**config.mk**
```make
export PLATFORM = sky130hd
export DESIGN_NAME = sensor_capture_ctrl
export DESIGN_NICKNAME = d
export VERILOG_FILES = /design/src/rtl/sensor_capture_ctrl.sv
export SDC_FILE = /design/constraint.sdc
export NUM_CORES = 1
export LEC_CHECK = 0
export ABC_AREA = 0
export CAP_MARGIN = 10
export CORE_ASPECT_RATIO = 1.5
export CORE_MARGIN = 5
export CORE_UTILIZATION = 40
export DETAILED_ROUTE_END_ITERATION = 12
export PLACE_DENSITY = 0.73
export SYNTH_ARGS = -nofsm -noshare
export SYNTH_HDL_FRONTEND = slang
export SYNTH_SLANG_ARGS = --single-unit
```
**constraint.sdc**
```tcl
create_clock -name clk -period 3.4 [get_ports clk]
set_clock_uncertainty 0.1 [all_clocks]
set_input_delay 0.68 -clock clk [delete_from_list [all_inputs] [get_ports clk]]
set_output_delay 0.68 -clock clk [all_outputs]
set_load 0.01 [all_outputs]
```
**src/rtl/sensor_capture_ctrl.sv**
```systemverilog
// Serial sensor frame capture: start detect, mid-bit sampling, MSB-first shift,
// stop check, and valid/ready handoff with sticky framing/overrun flags.
module sensor_capture_ctrl #(
    parameter int unsigned DATA_W = 8,
    parameter int unsigned DIV    = 16
) (
    input  logic              clk,
    input  logic              rst_n,
    input  logic              enable,
    input  logic              sensor_in,
    input  logic              data_ready,
    input  logic              err_clr,
    output logic [DATA_W-1:0] data_out,
    output logic              data_valid,
    output logic              busy,
    output logic              frame_err,
    output logic              overrun
);

    localparam int unsigned CNT_W = $clog2(DIV);
    localparam int unsigned BIT_W = $clog2(DATA_W);
    localparam logic [CNT_W-1:0] CNT_HALF = CNT_W'(DIV / 2 - 1);
    localparam logic [CNT_W-1:0] CNT_FULL = CNT_W'(DIV - 1);
    localparam logic [BIT_W-1:0] BIT_LAST = BIT_W'(DATA_W - 1);

    typedef enum logic [1:0] {IDLE, START, SHIFT, STOP} state_t;

    state_t              state_q, state_d;
    logic                sync1_q, sync1_d, sync2_q, sync2_d;
    logic [CNT_W-1:0]    cnt_q, cnt_d;
    logic [BIT_W-1:0]    bitcnt_q, bitcnt_d;
    logic [DATA_W-1:0]   shreg_q, shreg_d;
    logic [DATA_W-1:0]   data_q, data_d;
    logic                valid_q, valid_d;
    logic                busy_q, busy_d;
    logic                ferr_q, ferr_d;
    logic                ovr_q, ovr_d;
    logic                sensor_s;
    logic                tick;
    logic                stop_tick;
    logic                load;

    assign sensor_s   = sync2_q;
    assign data_out   = data_q;
    assign data_valid = valid_q;
    assign busy       = busy_q;
    assign frame_err  = ferr_q;
    assign overrun    = ovr_q;

    always_ff @(posedge clk or negedge rst_n) begin
        if (!rst_n) begin
            state_q  <= IDLE;
            sync1_q  <= 1'b1;
            sync2_q  <= 1'b1;
            cnt_q    <= '0;
            bitcnt_q <= '0;
            shreg_q  <= '0;
            data_q   <= '0;
            valid_q  <= 1'b0;
            busy_q   <= 1'b0;
            ferr_q   <= 1'b0;
            ovr_q    <= 1'b0;
        end else begin
            state_q  <= state_d;
            sync1_q  <= sync1_d;
            sync2_q  <= sync2_d;
            cnt_q    <= cnt_d;
            bitcnt_q <= bitcnt_d;
            shreg_q  <= shreg_d;
            data_q   <= data_d;
            valid_q  <= valid_d;
            busy_q   <= busy_d;
            ferr_q   <= ferr_d;
            ovr_q    <= ovr_d;
        end
    end

    always_comb begin
        state_d   = state_q;
        sync1_d   = sensor_in;
        sync2_d   = sync1_q;
        cnt_d     = cnt_q;
        bitcnt_d  = bitcnt_q;
        shreg_d   = shreg_q;
        data_d    = data_q;
        valid_d   = valid_q;
        ferr_d    = ferr_q;
        ovr_d     = ovr_q;
        tick      = (cnt_q == '0);
        stop_tick = 1'b0;
        load      = 1'b0;

        // Bit timer free-runs with auto-reload while a frame is in progress
        if (state_q != IDLE) begin
            cnt_d = tick ? CNT_FULL : cnt_q - CNT_W'(1);
        end

        case (state_q)
            IDLE: begin
                if (enable && !sensor_s) begin
                    state_d = START;
                    cnt_d   = CNT_HALF;
                end
            end
            START: begin
                if (tick) begin
                    if (!sensor_s) begin
                        state_d  = SHIFT;
                        bitcnt_d = '0;
                    end else begin
                        state_d  = IDLE;
                    end
                end
            end
            SHIFT: begin
                if (tick) begin
                    shreg_d  = {shreg_q[DATA_W-2:0], sensor_s};
                    bitcnt_d = bitcnt_q + BIT_W'(1);
                    if (bitcnt_q == BIT_LAST) begin
                        state_d = STOP;
                    end
                end
            end
            STOP: begin
                if (tick) begin
                    state_d   = IDLE;
                    stop_tick = 1'b1;
                end
            end
            default: state_d = IDLE;
        endcase

        // Holding register: a same-cycle accept frees the slot for the new word
        load = stop_tick && sensor_s && (!valid_q || data_ready);
        if (data_ready) begin
            valid_d = 1'b0;
        end
        if (load) begin
            valid_d = 1'b1;
            data_d  = shreg_q;
        end

        // Sticky flags: a set in the same cycle as err_clr wins
        if (err_clr) begin
            ferr_d = 1'b0;
            ovr_d  = 1'b0;
        end
        if (stop_tick && !sensor_s) begin
            ferr_d = 1'b1;
        end
        if (stop_tick && sensor_s && valid_q && !data_ready) begin
            ovr_d = 1'b1;
        end

        busy_d = (state_d != IDLE);
    end

endmodule

```
==> impl_metrics.yaml, run 1 <==
detailed_routing:
  finalWirelength_mm: 2.546
  drc: 0
  vias: 904
  wl_per_cell_um: 14.72
  first_iter_violations: 17
  firstDrtPassIters: 4
  via_per_inst: 5.225
  final_antenna_net_count: 0
cells_and_area:
  diodes: 0
  nets: 139
  regArea_um2: 778.2
  area_growth_pct: 19.66
  multiInputGateArea_um2: 559.3
  final_cell_mix: "dfrtp_1, clkdlybuf4s50_1, mux2_4, mux2_2, inv_1"
  layout-drive-gt1-share_pct: 21.37
  fillers: 320
  layout_commonest_cell: "dfrtp_1"
pwr:
  p_leak_nw: 0.7623
  powerDensity_mw_per_mm2: 570.0
  vdd_ir_drop_max_v: 0.0004705
floorplan:
  core_mm2: 0.003383
  row_count: 26
  die_h_um: 82.46
  io_pins: 18
  die_area_mm2: 0.004808
  die_width_um: 58.31
  start_util_pct: 41.38
synth:
  synth.avg_cell_area_um2: 12.50
  synth_top_area_share_pct: 51.83
  syn_inst: 112
  syn_nets: 121
  synthesis.area_mm2: 0.001400
  synth.largest_area_cell: "dfrtp_1"
  yosysSeqAreaShare_pct: 55.59
  yosysWarnings: 0
  synth_area_leaders: "dfrtp_1, mux2_4, mux2_2"
  yosysUniqueCellTypes: 36
  synth_seq_cells: 31
placed_design:
  place_congestion: 0.7619
  pre_cts_slack_ns: 1.077
  port-buffer-count: 17
  dp_hpwl_mm: 1.839
clock_network:
  insertion_delay_ns: 0.28
  clock-root-buffer: "clkbuf_8"
  cts_resized: 0
  cts_hold_buf: 0
  clockBufferDepth: 2
  cts_setup_buffers: 0
  cts_buffers: 5
  tritoncts: "yes"
  cts.sink_count: 31
  h-tree-depth: 2
  clkTransAtPathRegs_ns: 0.06
sta:
  rsz0062_at_grt: "false"
  slew_viol_final: 0
  fin_crit_ns: 2.301
  fin_setup_tns_ns: 0
  maxSlewHeadroom_pct: 59.87
  setup_viol: 0
  tightest_slew_ns: 0.5936
  worst_slack_ns: 1.099
  min_period_over_period_pct: 67.68
  final_hold_viol_count: 0
  clock.fmax_ghz: 0.4345
global_route:
  grt_max_degree: 32
  grt_pass1_wl_mm: 4.367
  antenna_found_initial: 0
  overflow: 0
  grtUsageTotal_pct: 12.31
  grt_pass1_vias: 965
min_path:
  min_path_type: "flip-flop to flip-flop"
critical_path:
  crit_arrival_ns: 2.36
  r2r_slack_ns: 1.10
  cp.required_ns: 3.46
  crit_type: "flip-flop to flip-flop"
  endpoint_kind: "flip-flop"
  cp_max_fo: 8
  startpoint_type: "flip-flop"
run:
  drv_cap: 0
run_status:
  status: "complete, no violations"
-- cell usage after synthesis --
master	number
nand2b_1	3
nor4_1	2
mux2i_1	1
buf_6	1
nor3b_1	1
dfrtp_1	29
or2_1	1
a21oi_1	4
o21bai_1	1
nor2b_1	1
nand2_1	4
buf_2	2
dfstp_2	2
clkbuf_1	4
nand4bb_1	1
nand3_1	1
mux2_2	8
a21boi_0	1
mux2_4	8
or3b_1	1
nor4b_1	2
a31oi_1	1
or2_2	1
nor3b_4	1
a21o_2	1
ha_1	3
nand4_1	1
o21ai_0	4
nor2_1	4
nor3_1	3
o311ai_0	1
o31ai_1	1
a211oi_1	4
inv_1	7
o22ai_1	1
o32ai_1	1
-- final timing paths --
check / start / to / cells past startpoint
worst max register to register: cnt_q[0]$_DFF_PN0_ / data_out[7]$_DFFE_PN0P_ / 5
worst min-delay path: sync1_q$_DFF_PN1_ / sensor_s$_DFF_PN1_ / 0
worst min register to register: sync1_q$_DFF_PN1_ / sensor_s$_DFF_PN1_ / 0
max in group asynchronous: rst_n / sensor_s$_DFF_PN1_ / 2
worst max-delay path: cnt_q[0]$_DFF_PN0_ / data_out[7]$_DFFE_PN0P_ / 5
min in group asynchronous: rst_n / data_out[6]$_DFFE_PN0P_ / 2
-- final cells by class --
type / count / share of cell area [%]
multi-input combinational: 67 / 33.38
inverter: 7 / 1.568
tap: 42 / 3.137
clock buffer: 7 / 4.556
timing repair buffer: 18 / 10.60
clock inverter: 1 / 0.2987
sequential: 31 / 46.45
-- through the flow --
step	cell area (µm²)	std cells	utilization, %	hold slack [ns]	total power, mW
detailed placement	1594	165	47.12	0.2513	0.6912
floorplan	1400	112	-	0.2452	0.6244
CTS	1675	173	49.52	0.2633	0.9657
global placement	1594	165	47.12	0.2475	0.6753
finish	1675	173	49.52	0.2589	0.9550
global route	1675	173	49.52	0.2653	1.019
-- power breakdown --
part           switching [mW]  leakage (nW)  internal (mW)  total, mW
Clock                   0.128        0.0422          0.143      0.271
Sequential             0.0641         0.407          0.419      0.483
Combinational           0.102         0.313         0.0980      0.200
-- critical path: stages (launching register included) --
cell	delay, ns
dfrtp_1	0.42
inv_1	0.08
ha_1	0.27
nand4bb_1	0.39
nor3b_4	0.53
mux2_2	0.39
-- per-layer routing --
layer	share of wire, %	track usage (%)	up-vias	wire length (µm)
li1	-	-	432	-
met1	41	12.18	450	1051
met2	51	21.92	17	1293
met3	5.5	4.355	5	139
met4	2.4	6.961	0	62
met5	0	0	-	0
-- state kept, by name, summed over array words and instances (netlist names) --
| register | count |
|---|---|
| busy | 1 |
| bitcnt_q | 3 |
| frame_err | 1 |
| data_out | 8 |
| data_valid | 1 |
| sync1_q | 1 |
| shreg_q | 8 |
| sensor_s | 1 |
| overrun | 1 |
| cnt_q | 4 |
| state_q | 2 |
-- kinds of logic after synthesis --
kind of cell             after synthesis  synth area share, %
adder cells (fa/ha/maj)                3                2.681
multiplexers                          17                15.73
AO/OA/AOI/OAI                         20                9.385
buffers and inverters                 14                4.468
AND/OR/NAND/NOR                       27                12.15
flip-flops                            31                55.59
(Power assumes the default switching activity.)
==> run 2, diff against run 1 <==
--- a/config.mk
+++ b/config.mk
@@ -11,7 +11,7 @@
 export CORE_MARGIN = 5
 export CORE_UTILIZATION = 40
 export DETAILED_ROUTE_END_ITERATION = 12
-export PLACE_DENSITY = 0.73
+export PLACE_DENSITY = 0.75
 export SYNTH_ARGS = -nofsm -noshare
 export SYNTH_HDL_FRONTEND = slang
 export SYNTH_SLANG_ARGS = --single-unit
==> constraint.sdc (replaced) <==
create_clock -name clk -period 2 [get_ports clk]
set_clock_uncertainty 0.1 [all_clocks]
set_input_delay 0.4 -clock clk [delete_from_list [all_inputs] [get_ports clk]]
set_output_delay 0.4 -clock clk [all_outputs]
set_load 0.01 [all_outputs]
==> run 2 against run 1 <==
  * Final area up 4.7%
  * Power up 83%
  * Hold slack better by 0.0019 ns
  * Global-route usage up 0.86 points
  * Via count up 7.3%
  * Count of clock-buffer cells in the layout down 1
  * Critical path type unchanged
  * Largest cell class unchanged
  * Highest routed layer unchanged
==> impl_metrics.yaml, run 2 (synthesized netlist as in run 1, its figures left out) <==
global_route:
  overflow: 0
  grtUsageTotal_pct: 13.17
  grt_pass1_vias: 1046
  antenna_found_initial: 0
  grt_pass1_wl_mm: 4.726
  grt_max_degree: 32
clock_network:
  insertion_delay_ns: 0.28
  cts_buffers: 5
  clkTransAtPathRegs_ns: 0.06
  cts.sink_count: 31
  tritoncts: "yes"
  clockBufferDepth: 2
  h-tree-depth: 2
  clock-root-buffer: "clkbuf_8"
cells_and_area:
  layout_commonest_cell: "dfrtp_1"
  regArea_um2: 778.2
  layout-drive-gt1-share_pct: 27.21
  nets: 145
  layoutNonFillerInstCount: 178
  final_cell_mix: "dfrtp_1, clkdlybuf4s50_1, mux2_4, mux2_2, inv_1"
  stdcell_area_mm2: 0.001754
  diodes: 0
  multiInputGateArea_um2: 574.3
  area_growth_pct: 25.29
  fillers: 323
floorplan:
  io_pins: 18
  die_width_um: 58.31
  die_area_mm2: 0.004808
  die_h_um: 82.46
  start_util_pct: 41.38
  core_mm2: 0.003383
  row_count: 26
detailed_routing:
  first_iter_violations: 18
  drc: 0
  vias: 970
  via_per_inst: 5.449
  finalWirelength_mm: 2.736
  final_antenna_net_count: 0
  firstDrtPassIters: 4
  wl_per_cell_um: 15.37
critical_path:
  cp_max_fo: 8
  crit_arrival_ns: 1.90
  endpoint_kind: "flip-flop"
  crit_path_max_incr_delay_ns: 0.37
  r2r_cells: 5
  critical_path.cell_chain: "inv_1, ha_4, or3b_1, or2_4, mux2_4"
  r2r_start: "cnt_q[1]$_DFF_PN0_"
  cpMaxStageDelayCell: "dfrtp_1"
  crit_type: "flip-flop to flip-flop"
  r2r_slack_ns: 0.17
  startpoint_type: "flip-flop"
  cp.required_ns: 2.07
  r2r-end: "shreg_q[7]$_DFFE_PN0P_"
pwr:
  clockPowerShare_pct: 27.8
  netSwitchingPower_mw: 0.5439
  swShare_pct: 31.07
  vdd_ir_drop_max_v: 0.0006637
  powerDensity_mw_per_mm2: 998.0
  p_leak_nw: 0.7997
  internal_power_mw: 1.207
  seq_power_share_pct: 46.4
  comb_power_share_pct: 25.7
sta:
  final_hold_viol_count: 0
  min_period_over_period_pct: 91.65
  worst_slack_ns: 0.1671
  slew_viol_final: 0
  tightest_slew_ns: 0.5851
  setup_viol: 0
  maxSlewHeadroom_pct: 60.44
  fin_setup_tns_ns: 0
  fin_crit_ns: 1.833
  rsz0062_at_grt: "false"
  clock.fmax_ghz: 0.5456
min_path:
  hold-path-endpoint: "sensor_s$_DFF_PN1_"
  min_path_type: "flip-flop to flip-flop"
  whs_path_depth: 0
  hold_start: "sync1_q$_DFF_PN1_"
placed_design:
  port-buffer-count: 17
  pre_cts_slack_ns: 0.03041
  dp.cells: 171
  dp_hpwl_mm: 1.935
  post_dp_cell_area_mm2: 0.001664
  place_congestion: 0.8432
run:
  drv_cap: 0
run_status:
  status: "complete, no violations"
[run 2: cell types whose count changed in the layout (fill, tap and decap cells not counted), sizes merged]
cell / change
buf: +6
clkbuf: -1
[run 2: worst max path at each step]
stage | startpoint | to | slack, ns | cells past startpoint
3_3_place_gp | cnt_q[1]$_DFF_PN0_ | shreg_q[6]$_DFFE_PN0P_ | 0.08 | 5
3_5_place_dp | cnt_q[1]$_DFF_PN0_ | shreg_q[7]$_DFFE_PN0P_ | 0.03 | 5
4_1_cts | cnt_q[1]$_DFF_PN0_ | shreg_q[7]$_DFFE_PN0P_ | 0.03 | 5
5_1_grt | cnt_q[1]$_DFF_PN0_ | shreg_q[7]$_DFFE_PN0P_ | 0.09 | 5
6_report | cnt_q[1]$_DFF_PN0_ | shreg_q[7]$_DFFE_PN0P_ | 0.17 | 5
2_1_floorplan | cnt_q[1]$_DFF_PN0_ | shreg_q[0]$_DFFE_PN0P_ | 0.02 | 7
[run 2: critical path: cells and delay by family (launching register included)]
kind	cells	cell delay, ns
flip-flops	1	0.37
multiplexers	1	0.31
AND/OR/NAND/NOR	2	0.69
adder cells (fa/ha/maj)	1	0.15
buffers and inverters	1	0.10
[run 2: per-stage QoR]
stage / util [%] / hold WS (ns) / total power [mW]
floorplan: - / 0.004409 / 1.084
global placement: 49.19 / 0.2465 / 1.221
detailed placement: 49.19 / 0.2476 / 1.263
CTS: 51.78 / 0.2593 / 1.762
global route: 51.85 / 0.2668 / 1.869
finish: 51.85 / 0.2607 / 1.751
[run 2: cell type report]
| class | instances | area share, % |
|---|---|---|
| clock buffers | 6 | 4.708 |
| repair buffers | 24 | 13.41 |
| well taps | 42 | 2.996 |
| flip-flops and latches | 31 | 44.37 |
| inverters | 7 | 1.498 |
| clock inverters | 1 | 0.2853 |
| multi-input cells | 67 | 32.74 |
[run 2: power by group through the flow]
stage | Sequential [mW] | Clock (mW) | Combinational [mW]
after floorplan | 0.785 | 0 | 0.298
after global placement | 0.812 | 0 | 0.410
after detailed placement | 0.820 | 0 | 0.443
after CTS | 0.811 | 0.503 | 0.448
after global routing | 0.828 | 0.543 | 0.498
final | 0.813 | 0.487 | 0.450
[run 2: what timing repair did]
| item | 4_1_cts | 5_1_grt |
|---|---|---|
| hold buffers | 0 | 0 |
| endpoints found under the setup margin | 0 | 8 |
| buffers inserted | 0 | 0 |
| resized for setup | 0 | 2 |
[run 2: layer usage]
| metal | wire (µm) | global-route usage, % | vias up |
|---|---|---|---|
| li1 | - | - | 443 |
| met1 | 1101 | 14.27 | 495 |
| met2 | 1432 | 22.71 | 28 |
| met3 | 160 | 4.821 | 4 |
| met4 | 42 | 5.800 | 0 |
| met5 | 0 | 0 | - |
==> run 3, diff against run 2 <==
--- a/config.mk
+++ b/config.mk
@@ -12,6 +12,7 @@
 export CORE_UTILIZATION = 40
 export DETAILED_ROUTE_END_ITERATION = 12
 export PLACE_DENSITY = 0.75
+export SLEW_MARGIN = 10
 export SYNTH_ARGS = -nofsm -noshare
 export SYNTH_HDL_FRONTEND = slang
 export SYNTH_SLANG_ARGS = --single-unit
==> results of run 3 <==
Final layout, timing and power as in run 2 (identical DEF).
